File: src/rtl/lsu.sv
// Load/store unit: one word-wide bus transaction per request with req/ack handshake,
// timeout, lane steering for stores and aligned sign/zero-extended load return.
module lsu #(
  parameter int unsigned TIMEOUT   = 255,
  parameter int unsigned TIMEOUT_W = 8
) (
  input  logic        clk,
  input  logic        rst_n,
  input  logic        req_valid,
  output logic        req_ready,
  input  logic        req_store,
  input  logic [2:0]  req_funct3,
  input  logic [31:0] req_addr,
  input  logic [31:0] req_wdata,
  input  logic [4:0]  req_rd,
  output logic        mem_req,
  output logic        mem_we,
  output logic [31:0] mem_addr,
  output logic [3:0]  mem_be,
  output logic [31:0] mem_wdata,
  input  logic        mem_ack,
  input  logic [31:0] mem_rdata,
  output logic        done,
  output logic        wb_we,
  output logic [4:0]  wb_rd,
  output logic [31:0] wb_data,
  output logic        err,
  output logic [1:0]  err_code,
  output logic [31:0] err_addr
);

  typedef enum logic [1:0] {IDLE, BUS, RESP, ERR} state_t;

  state_t               state;
  logic [TIMEOUT_W-1:0] tcnt;
  logic [31:0]          addr_q;
  logic [2:0]           f3_q;
  logic                 store_q;
  logic [4:0]           rd_q;

  logic        illegal;
  logic        misaligned;
  logic [3:0]  be_n;
  logic [31:0] wdata_n;
  logic [31:0] shifted;
  logic [31:0] load_data;

  always_comb begin
    illegal    = (req_funct3 == 3'b011) || (req_funct3[2:1] == 2'b11) ||
                 (req_store && req_funct3[2]);
    misaligned = ((req_funct3[1:0] == 2'b01) && req_addr[0]) ||
                 ((req_funct3[1:0] == 2'b10) && (req_addr[1:0] != 2'b00));

    case (req_funct3[1:0])
      2'b00:   be_n = 4'b0001 << req_addr[1:0];
      2'b01:   be_n = req_addr[1] ? 4'b1100 : 4'b0011;
      default: be_n = 4'b1111;
    endcase

    wdata_n = '0;
    if (req_store) begin
      case (req_funct3[1:0])
        2'b00:   wdata_n = {4{req_wdata[7:0]}};
        2'b01:   wdata_n = {2{req_wdata[15:0]}};
        default: wdata_n = req_wdata;
      endcase
    end

    shifted = mem_rdata >> {addr_q[1:0], 3'b000};
    case (f3_q)
      3'b000:  load_data = {{24{shifted[7]}}, shifted[7:0]};
      3'b001:  load_data = {{16{shifted[15]}}, shifted[15:0]};
      3'b100:  load_data = {24'h0, shifted[7:0]};
      3'b101:  load_data = {16'h0, shifted[15:0]};
      default: load_data = mem_rdata;
    endcase
  end

  always_ff @(posedge clk or negedge rst_n) begin
    if (!rst_n) begin
      state     <= IDLE;
      tcnt      <= '0;
      addr_q    <= '0;
      f3_q      <= '0;
      store_q   <= 1'b0;
      rd_q      <= '0;
      req_ready <= 1'b1;
      mem_req   <= 1'b0;
      mem_we    <= 1'b0;
      mem_addr  <= '0;
      mem_be    <= '0;
      mem_wdata <= '0;
      done      <= 1'b0;
      wb_we     <= 1'b0;
      wb_rd     <= '0;
      wb_data   <= '0;
      err       <= 1'b0;
      err_code  <= '0;
      err_addr  <= '0;
    end else begin
      done  <= 1'b0;
      wb_we <= 1'b0;
      err   <= 1'b0;
      case (state)
        IDLE: begin
          if (req_valid) begin
            addr_q    <= req_addr;
            f3_q      <= req_funct3;
            store_q   <= req_store;
            rd_q      <= req_rd;
            tcnt      <= '0;
            req_ready <= 1'b0;
            if (illegal) begin
              err      <= 1'b1;
              err_code <= 2'b10;
              err_addr <= req_addr;
              state    <= ERR;
            end else if (misaligned) begin
              err      <= 1'b1;
              err_code <= 2'b01;
              err_addr <= req_addr;
              state    <= ERR;
            end else begin
              mem_req   <= 1'b1;
              mem_we    <= req_store;
              mem_addr  <= {req_addr[31:2], 2'b00};
              mem_be    <= be_n;
              mem_wdata <= wdata_n;
              state     <= BUS;
            end
          end
        end
        BUS: begin
          // ack on the limit cycle takes precedence over the timeout
          if (mem_ack) begin
            mem_req <= 1'b0;
            done    <= 1'b1;
            wb_we   <= !store_q && (rd_q != 5'd0);
            if (!store_q) begin
              wb_rd   <= rd_q;
              wb_data <= load_data;
            end
            state <= RESP;
          end else if (tcnt == TIMEOUT_W'(TIMEOUT - 1)) begin
            mem_req  <= 1'b0;
            err      <= 1'b1;
            err_code <= 2'b11;
            err_addr <= addr_q;
            state    <= ERR;
          end else begin
            tcnt <= tcnt + TIMEOUT_W'(1);
          end
        end
        RESP: begin
          req_ready <= 1'b1;
          state     <= IDLE;
        end
        ERR: begin
          req_ready <= 1'b1;
          state     <= IDLE;
        end
        default: begin
          req_ready <= 1'b1;
          state     <= IDLE;
        end
      endcase
    end
  end

endmodule

File: config.mk
export PLATFORM = sky130hd
export DESIGN_NAME = lsu
export DESIGN_NICKNAME = d
export VERILOG_FILES = /design/src/rtl/lsu.sv
export SDC_FILE = /design/constraint.sdc
export NUM_CORES = 1
export LEC_CHECK = 0
export ABC_AREA = 1
export BUFFER_PORTS_ARGS = -buffer_cell sky130_fd_sc_hd__buf_2
export CAP_MARGIN = 10
export CORE_ASPECT_RATIO = 1.5
export CORE_MARGIN = 3
export CORE_UTILIZATION = 37
export CTS_CLUSTER_SIZE = 20
export DETAILED_ROUTE_END_ITERATION = 16
export GPL_TIMING_DRIVEN = 0
export PLACE_DENSITY_LB_ADDON = 0.15
export SYNTH_ARGS = -nofsm -noshare
export SYNTH_HDL_FRONTEND = slang
export SYNTH_SLANG_ARGS = --single-unit
File: constraint.sdc
create_clock -name clk -period 2.9 [get_ports clk]
set_input_delay 0.145 -clock clk [delete_from_list [all_inputs] [get_ports clk]]
set_output_delay 0.145 -clock clk [all_outputs]
set_load 0.05 [all_outputs]
==> impl_results.md, run 1 <==
- Status: finished, final reports clean
- Total track usage: 21.4%
- Max-slew headroom: 52.5%
- Cell area after layout: 11,800 um^2
- DR WL/cell: 15.9 um
- Share of layout cells above drive strength 1: between 20% and 30%
- Vias in the first global route: 8,439
- HPWL after DPL: between 20 and 25 mm
- Via-to-Cell Ratio: between 4 and 5
- CP Data Required Time: about 3.3 ns
- Initial DRC Count: 502
- Synthesized flop and latch total: 194
- Worst skew pair latency: 0.44 ns
- Worst Path Max Fanout: 10
- CTS tree: yes
- Pre-CTS setup slack: 1.11 ns
- R2R Setup Slk: 1.06 ns
- IO Port Bufs: 251
- Synth Instances: around 1,100
- Yosys cell types: 32
- FP Rows: 69
- Fmax: 544 MHz
- Post-synthesis cell area: ~9100 um^2
- Synthesis-to-finish area growth: 29.4%
- WS Path Type: reg2reg
- Lkg Pwr: 6.33 nW
- H-Tree Depth: 4
- Hold path endpoint: mem_addr[16]
- Post-synthesis area per instance: 8.01 um^2
- Total of max-cap violations: 0
- Hold Startpoint: req_addr[16]
- DIE AREA: 26,500 um^2
- Worst setup SP type: flip-flop
- Largest net degree at the start of global routing: 102
- RR Endpoint: err_addr[5]
- Final setup TNS: 0 ns
- Arrival time worst endpoint: 2.22 ns
- Worst-path clk slew: 0.07 ns
- Fin. max-slew vios: 0
- Sequential cell area: 4860 um^2
- Min Tclk post-route: 1.84 ns
- Routability congestion estimate: 0.854
- Core Box Area: 23,900 um^2
- Root Driver: clkbuf_16
- Clk sinks: 194
- Final setup viols: 0
- Die height: 198 um
- Ys Warns: 0
- Final hold vios: 0
- Peak VDD IR: 0.697 mV
- Most frequent cells in the layout: nand2_1, buf_2, dfrtp_1
- Final setup margin: between 1 and 1.5 ns
- Hold Path Stages: 3
- DR vias: 8,552
- Layout net count: around 1,600
- Commonest non-fill, non-tap cell in the layout: nand2_1
- Fillers: 2,453
- WHS: 0.0106 ns
- Hold Crit Class: in2reg
- Final wirelength: 28.2 mm
- First-pass GRT wire length: 45.3 mm
- Cell Pwr Density: 1240 nW/um^2
- DRT antenna net count: 0
- First-pass DRT Iterations: 5
- Initial antenna violation count: 1
- Io pins: 254
- Worst reg2reg path depth: 9
- CTS Buf Count: 17
- Initial core utilization: 38.0%
- Worst slew pin tran: roughly 0.71 ns
- Clock Skew: 0.00946 ns
- CP endpoint kind: flip-flop
- RSZ-0062 raised after global routing: false
- Drt drc: 0
- Overflow after GRT: 0
- Die width: approximately 130 um
- Area of the multi-input gates: 3550 um^2
- Maximum buffer depth of the clock tree: 2
- Placed cell count: 1,706
- Sequential element share of the synthesized area: a little over half
- Period utilization: 63.4%
- Worst R2R Start: tcnt[0]
- Layout Cells excl Fill: roughly 1,800
- Placed Area: 10,800 um^2
state kept, by name, summed over array words and instances (netlist names):
register / flops
mem_req: 1
mem_wdata: 32
mem_addr: 30
mem_be: 4
store_q: 1
wb_data: 32
state: 2
done: 1
wb_we: 1
f3_q: 3
err_addr: 32
addr_q: 32
mem_we: 1
req_ready: 1
wb_rd: 5
rd_q: 5
err: 1
tcnt: 8
err_code: 2
synth_stat cells (all sizes together):
library cell  count  area [um^2]
dfstp             1         26.3
o211ai            8         60.1
or2              31          194
nor3              1         5.00
o21bai            1         7.51
a21oi            27          135
dfrtp           193         4830
xor2              1         8.76
ha                2         25.0
o21a              5         37.5
nand2           403         1530
inv              89          334
nor2             30          128
conb              1         3.75
nand3           122          621
buf              40          250
clkbuf           26         98.8
nand4             5         46.3
o21ai           148          744
power by group:
part	total [mW]	switching, mW	internal, mW	leakage (nW)
combinational	7.53	5.74	1.79	3.61
sequential	4.55	0.645	3.91	2.44
clock	2.46	1.12	1.34	0.286
what timing repair did:
item	CTS	global route
gates resized for setup	0	0
hold buffers	37	0
hold endpoints to repair	139	0
buffers inserted	0	0
worst max-delay path by stage:
stage / endpoint / from / depth (start not counted) / slack [ns]
after floorplan: err_code[0] / tcnt[0] / 8 / 1.39
after global placement: mem_wdata[26] / rst_n / 1 / -1.76
after detailed placement: mem_wdata[0] / state[1] / 7 / 1.11
after CTS: mem_wdata[0] / state[1] / 7 / 1.07
after global routing: mem_wdata[0] / state[1] / 7 / 0.90
final: err_addr[5] / tcnt[0] / 9 / 1.06
metrics by stage:
| step | power (mW) | utilization [%] |
|---|---|---|
| 4_1_cts | 14.7 | 49.1 |
| 2_1_floorplan | 10.1 | - |
| 6_report | 14.5 | 49.2 |
| 3_5_place_dp | 12.1 | 45.1 |
| 3_3_place_gp | 12.1 | 44.9 |
| 5_1_grt | 15.5 | 49.1 |
layout make-up:
type | count | area share (%)
Buffer | 66 | 2.97
Sequential cell | 194 | 41.3
Clock inverter | 12 | 1.21
Inverter | 89 | 2.84
Tap cell | 319 | 3.40
Clock buffer | 20 | 3.88
Multi-Input combinational cell | 786 | 30.2
Antenna cell | 1 | 0.0213
Timing Repair Buffer | 289 | 14.2
logic make-up (layout without fill, tap and decap cells):
family / after synthesis / after routing / share of synthesized area (%)
AO/OA/AOI/OAI: 189 / 189 / 10.8
XOR/XNOR: 1 / 1 / 0.0964
adder cells (fa/ha/maj): 2 / 2 / 0.275
buffers and inverters: 155 / 476 / 7.52
flip-flops: 194 / 194 / 53.4
other: 1 / 3 / 0.0413
AND/OR/NAND/NOR: 592 / 592 / 27.8
critical path: stages (launching register included):
cell and delay [ns]:
dfrtp_1 0.43, inv_1 0.12, ha_1 0.15, inv_1 0.04, nor2_1 0.25, nand4_4 0.27
nand2_4 0.22, buf_6 0.18, nand2_1 0.07, nand2_1 0.05
per-layer routing:
layer | vias to the layer above | part of all wire [%] | global-route usage [%]
li1 | 4244 | - | -
met1 | 4061 | 42 | 27.0
met4 | 2 | 1.7 | 6.29
met5 | - | 0.046 | 0
met2 | 216 | 51 | 36.8
met3 | 29 | 4.9 | 4.63
Note: power is estimated with default switching activity, not from simulation.
==> run 2, diff against run 1 <==
Clock period 2.9 ns to 1.8 ns, I/O delays scaled along.
==> run 2 against run 1 <==
- first-iteration DRC count shrank 12%
- final cell count grew 2.5%
- die area did not move
- design area grew 4.1%
- fmax is 9.6% higher
- non-clock buffer count increased by 45
- critical endpoint is now err_addr[4]
- largest cell class unchanged
==> impl_results.md, run 2 (same netlist as run 1, synthesis figures left out) <==
- CP Buf/Inv Count: 2 (was 3)
- Met3 routed WL: 1.36 mm (was 1.39 mm)
- Drt drc: 0 (unchanged)
- DIE AREA: 26,500 um^2 (unchanged)
- Root Driver: clkbuf_16 (unchanged)
- Worst Path Max Fanout: 10 (unchanged)
- Largest net degree at the start of global routing: 102 (unchanged)
- Worst slew pin tran: 0.711 ns (was 0.712 ns)
- Via-to-Cell Ratio: 4.82 (about the same)
- Final hold vios: 0 (unchanged)
- Die width: 134 um (unchanged)
- Fillers: 2,397 (was 2,453)
- WL met1: 12.1 mm (was 11.9 mm)
- Post-layout util: 51.2% (was 49.2%)
- DR top layer: met5 (unchanged)
- Initial antenna violation count: 1 (unchanged)
- Min Tclk post-route: 1.68 ns (was 1.84 ns)
- Metal2 WL: 14.6 mm (was 14.4 mm)
- RSZ-0062 raised after global routing: true (was false)
- Commonest non-fill, non-tap cell in the layout: nand2_1 (unchanged)
- Lkg Pwr: 6.54 nW (was 6.33 nW)
- CTS Buf Count: 17 (unchanged)
- Worst skew pair latency: 0.44 ns (about the same)
- Clk sinks: 194 (unchanged)
- Maximum buffer depth of the clock tree: 2 (unchanged)
- Core Box Area: 23,900 um^2 (unchanged)
- First-pass GRT wire length: 46.2 mm (was 45.3 mm)
- IO Port Bufs: 251 (unchanged)
- Overflow after GRT: 0 (unchanged)
- Clock Skew: 0.0102 ns (was 0.00946 ns)
- First-pass DRT Iterations: 4 (was 5)
- FP Rows: 69 (unchanged)
- Vias in the first global route: 8,699 (was 8,439)
- DR vias: 8,769 (was 8,552)
- Fmax: 596 MHz (was 544 MHz)
- Placed Area: 10,800 um^2 (unchanged)
- Initial DRC Count: 444 (was 502)
- DR WL/cell: 15.7 um (was 15.9 um)
- Worst-path clk slew: 0.07 ns (about the same)
- Io pins: 254 (unchanged)
- HPWL after DPL: 20.8 mm (unchanged)
- CP endpoint kind: flip-flop (unchanged)
- Period utilization: 93.2% (was 63.4%)
- Slowest cell delay on critical path: 0.45 ns (was 0.43 ns)
- Cell Chain, Critical Path: nor2_2 > nand2_4 > inv_4 > nand2_2 > nand2_4 > buf_6 > nand2_1 > nand2_1 (was inv_1 > ha_1 > inv_1 > nor2_1 > nand4_4 > nand2_4 > buf_6 > nand2_1 > nand2_1)
- Cell area after layout: 12,200 um^2 (was 11,800 um^2)
- Routability congestion estimate: 0.854 (unchanged)
- Worst setup SP type: flip-flop (unchanged)
- Hold Crit Class: in2reg (unchanged)
- Cell family with most CP delay: simple AND/OR/NAND/NOR gates (unchanged)
- DRT antenna net count: 0 (unchanged)
- Total of max-cap violations: 0 (unchanged)
- CP Data Required Time: 2.18 ns (was 3.28 ns)
- Ant diodes: 0 (was 1)
- Final setup viols: 0 (unchanged)
- Total track usage: 21.7% (was 21.4%)
- Peak VDD IR: 1.12 mV (was 0.697 mV)
- Initial core utilization: 38.0% (unchanged)
- Cell Pwr Density: 1920 nW/um^2 (was 1240 nW/um^2)
- R2R Setup Slk: 0.12 ns (was 1.06 ns)
- H-Tree Depth: 4 (unchanged)
- Arrival time worst endpoint: 2.06 ns (was 2.22 ns)
- Most frequent cells in the layout: nand2_1, buf_2, dfrtp_1 (unchanged)
- Die height: 198 um (unchanged)
- Synthesis-to-finish area growth: 34.6% (was 29.4%)
- Max-slew headroom: 52.6% (was 52.5%)
- Status: finished, final reports clean (unchanged)
- WS Path Type: reg2reg (unchanged)
- Layout net count: 1,599 (was 1,554)
- CTS tree: yes (unchanged)
- Fin. max-slew vios: 0 (unchanged)
- Share of layout cells above drive strength 1: 25.0% (was 25.1%)
- Final wirelength: 28.6 mm (was 28.2 mm)
- Crit-path slowest cell: dfrtp_1 (unchanged)
==> run 2: cell count changes in the layout (fill, tap and decap cells not counted), sizes merged <==
cell	change
buf	+3
diode	-1
dlygate4sd3	+42
==> run 2: per-layer routing <==
layer / global-route usage [%] / up-vias
met5: 0 / -
met4: 7.32 / 2
met3: 4.78 / 42
met2: 37.3 / 224
met1: 27.2 / 4164
li1: - / 4337
==> run 2: worst paths after layout <==
check	cells after the start	end	start
min in group asynchronous	2	mem_addr[6]	rst_n
min reg2reg	2	mem_wdata[7]	mem_wdata[7]
max reg2reg	8	err_addr[4]	state[1]
max in group asynchronous	3	mem_wdata[7]	rst_n
min	3	mem_addr[2]	req_addr[2]
max	8	err_addr[4]	state[1]
==> run 2: what timing repair did <==
action / in CTS / in global routing
pin swaps: 1 / 2
setup endpoints to repair: 7 / 109
endpoints found under the hold margin: 201 / 0
hold buffers: 79 / 0
setup buffers: 0 / 3
gates resized for setup: 2 / 14
==> run 2: metrics by stage <==
stage                     setup slack (ns)  hold WS [ns]  power [mW]  setup TNS, ns  cells
after global routing               -0.0345        0.0266        25.1        -0.0345   1820
after global placement               -2.81         0.307        19.4        -538.50   1705
after detailed placement           0.00880         0.176        19.6              0   1706
after floorplan                      0.288        -0.206        16.2              0   1135
final                                0.122       0.00704        23.5              0   1820
after CTS                          0.00518     0.0000708        23.7              0   1817
==> run 2: final cells by class <==
| class | instances | area, um^2 | share of cell area (%) |
|---|---|---|---|
| buffer | 66 | 355 | 2.90 |
| clock buffer | 20 | 457 | 3.73 |
| clock inverter | 12 | 143 | 1.17 |
| inverter | 89 | 337 | 2.75 |
| multi-input combinational | 786 | 3580 | 29.3 |
| sequential | 194 | 4860 | 39.7 |
| tap | 319 | 399 | 3.26 |
| timing repair buffer | 334 | 2110 | 17.2 |
==> run 2: where the power goes <==
group          internal (mW)  leakage [nW]  switching [mW]
combinational           2.98          3.81            9.27
clock                   2.15         0.286            1.80
sequential              6.30          2.44            1.04
total                   11.4          6.54            12.1
==> run 2: worst reg2reg max path: stages (launching register included) <==
cell     delay [ns]
dfrtp_1        0.45
nor2_2         0.23
nand2_4        0.16
inv_4          0.13
nand2_2        0.17
nand2_4        0.19
buf_6          0.17
nand2_1        0.07
nand2_1        0.05
==> run 3, diff against run 2 <==
Clock period 1.8 ns to 1.6 ns, I/O delays scaled along.
==> run 3 against run 2 <==
- the run now ends with negative setup slack left
- sequential share of layout area fell by 1.5 points
- hold slack gained 0.0036 ns
- global-route usage rose by 0.11 points
- design area increased by 4.1%
- wire length up 2.3%
- sequential power is 13% higher
- largest power group unchanged
==> impl_results.md, run 3 (same netlist as run 1, synthesis figures left out) <==
- Initial antenna violation count: 2 (was 1)
- CTS Buf Count: 17 (unchanged)
- Pre-CTS setup slack: -0.191 ns (was 0.00880 ns)
- Fillers: 2,343 (was 2,397)
- First-pass GRT wire length: 46.5 mm (was 46.2 mm)
- CP endpoint kind: flip-flop (unchanged)
- Final hold vios: 0 (unchanged)
- Io pins: 254 (unchanged)
- DR WL/cell: 15.9 um (was 15.7 um)
- Routability congestion estimate: 0.854 (unchanged)
- Via-to-Cell Ratio: 4.82 (about the same)
- Synthesis-to-finish area growth: 40.2% (was 34.6%)
- CP Data Required Time: 1.98 ns (was 2.18 ns)
- Die height: 198 um (unchanged)
- Vias in the first global route: 8,784 (was 8,699)
- Worst Path Max Fanout: 8 (was 10)
- HPWL after DPL: 20.8 mm (unchanged)
- Largest net degree at the start of global routing: 102 (unchanged)
- H-Tree Depth: 4 (unchanged)
- Post-layout util: 53.3% (was 51.2%)
- Worst skew pair latency: 0.44 ns (about the same)
- Sw Pwr: 13.9 mW (was 12.1 mW)
- First-pass DRT Iterations: 6 (was 4)
- Root Driver: clkbuf_16 (unchanged)
- Clock Skew: 0.00975 ns (was 0.0102 ns)
- Worst reg2reg path depth: 9 (was 8)
- Final setup viols: 4 (was 0)
- Initial DRC Count: 441 (was 444)
- FP Rows: 69 (unchanged)
- Period utilization: 100% (was 93.2%)
- Maximum buffer depth of the clock tree: 2 (unchanged)
- Fmax: 623 MHz (was 596 MHz)
- Hold Crit Class: in2reg (unchanged)
- Min Tclk post-route: 1.61 ns (was 1.68 ns)
- Total track usage: 21.9% (was 21.7%)
- Most frequent cells in the layout: nand2_1, buf_2, dfrtp_1 (unchanged)
- Cell Pwr Density: 2140 nW/um^2 (was 1920 nW/um^2)
- Final wirelength: 29.3 mm (was 28.6 mm)
- Fin. max-slew vios: 0 (unchanged)
- DRT antenna net count: 0 (unchanged)
- RSZ-0062 raised after global routing: true (unchanged)
- Clk sinks: 194 (unchanged)
- Status: complete, but fails checks (was finished, final reports clean)
- Commonest non-fill, non-tap cell in the layout: nand2_1 (unchanged)
- DR vias: 8,883 (was 8,769)
- Die width: 134 um (unchanged)
- WS Path Type: reg2reg (unchanged)
- Arrival time worst endpoint: 1.98 ns (was 2.06 ns)
- Clk pwr share: 16.3% (was 16.8%)
- Max-slew headroom: 52.3% (was 52.6%)
- Initial core utilization: 38.0% (unchanged)
- Layout net count: 1,622 (was 1,599)
- Lkg Pwr: 6.75 nW (was 6.54 nW)
- Share of layout cells above drive strength 1: 28.5% (was 25.0%)
- P_int: 13.3 mW (was 11.4 mW)
- DIE AREA: 26,500 um^2 (unchanged)
- Seq pwr share: 30.4% (was 31.2%)
- Peak VDD IR: 1.27 mV (was 1.12 mV)
- Failing checks: negative setup slack
- Sw Share: 51.1% (was 51.5%)
- CTS tree: yes (unchanged)
- Hold Path Stages: 3 (unchanged)
- Drt drc: 0 (unchanged)
- Overflow after GRT: 0 (unchanged)
- IO Port Bufs: 251 (unchanged)
- Worst-path clk slew: 0.07 ns (about the same)
- Total of max-cap violations: 0 (unchanged)
- Final setup margin: -0.00585 ns (was 0.122 ns)
- Worst slew pin tran: 0.715 ns (was 0.711 ns)
- Worst setup SP type: flip-flop (unchanged)
- Gate power share: 53.3% (was 52.0%)
- Core Box Area: 23,900 um^2 (unchanged)
- WHS: 0.0106 ns (was 0.00704 ns)
-- run 3: final timing paths --
| check | start | endpoint | slack (ns) |
|---|---|---|---|
| max reg2reg | tcnt[0] | err_addr[26] | -0.006 |
| max | tcnt[0] | err_addr[26] | -0.006 |
| min in group asynchronous | rst_n | mem_addr[6] | 0.27 |
| min reg2reg | mem_wdata[7] | mem_wdata[7] | 0.47 |
| max in group asynchronous | rst_n | addr_q[0] | 0.37 |
| min | req_addr[0] | addr_q[0] | 0.01 |
-- run 3: what timing repair did --
item | CTS | global route
gates resized for setup | 17 | 98
endpoints found under the setup margin | 146 | 134
pin swaps | 3 | 26
buffers inserted | 3 | 10
hold buffers | 87 | 0
endpoints found under the hold margin | 211 | 0
cloned | 0 | 5
-- run 3: power groups by stage --
stage          logic [mW]  registers (mW)  clock network (mW)
2_1_floorplan        4.33            13.9                   0
3_3_place_gp         13.6            8.27                   0
3_5_place_dp         13.7            8.32                   0
4_1_cts              14.0            8.28                4.55
5_1_grt              15.7            8.57                4.72
6_report             14.5            8.29                4.44
-- run 3: final cells by class --
| type | instances | area (um^2) | share of cell area [%] |
|---|---|---|---|
| diodes | 1 | 2.50 | 0.0196 |
| plain buffers | 66 | 440 | 3.46 |
| clock buffers | 20 | 457 | 3.59 |
| clock inverters | 12 | 143 | 1.12 |
| inverters | 89 | 344 | 2.70 |
| multi-input cells | 786 | 3730 | 29.3 |
| flip-flops and latches | 194 | 4860 | 38.1 |
| well taps | 319 | 399 | 3.13 |
| repair buffers | 357 | 2360 | 18.5 |
-- run 3: stage by stage --
step / instance area [um^2] / total power, mW / cells / TNS [ns]
final: 12700 / 27.3 / 1844 / -0.0135
after global routing: 12700 / 29.0 / 1844 / -2.17
after CTS: 12300 / 26.8 / 1828 / 0
after detailed placement: 10800 / 22.0 / 1706 / -15.06
after global placement: 10700 / 21.8 / 1705 / -588.38
after floorplan: 9090 / 18.2 / 1135 / 0
-- run 3: metal layers --
layer	share of wire [%]	GRT usage (%)	wire, um
met2	51	37.4	14900
met1	41	27.4	12100
met4	2.4	7.51	700
met5	0.044	0	13
met3	5.1	4.78	1500
-- run 3: critical path, cell delays in order, from the launching register on --
cell       delay, ns
dfrtp_1         0.43
inv_2           0.09
ha_1            0.16
inv_2           0.05
nor2_4          0.12
nand4_4         0.22
nand2_8         0.21
clkbuf_16       0.17
nand2_1         0.04
nand2_1         0.06
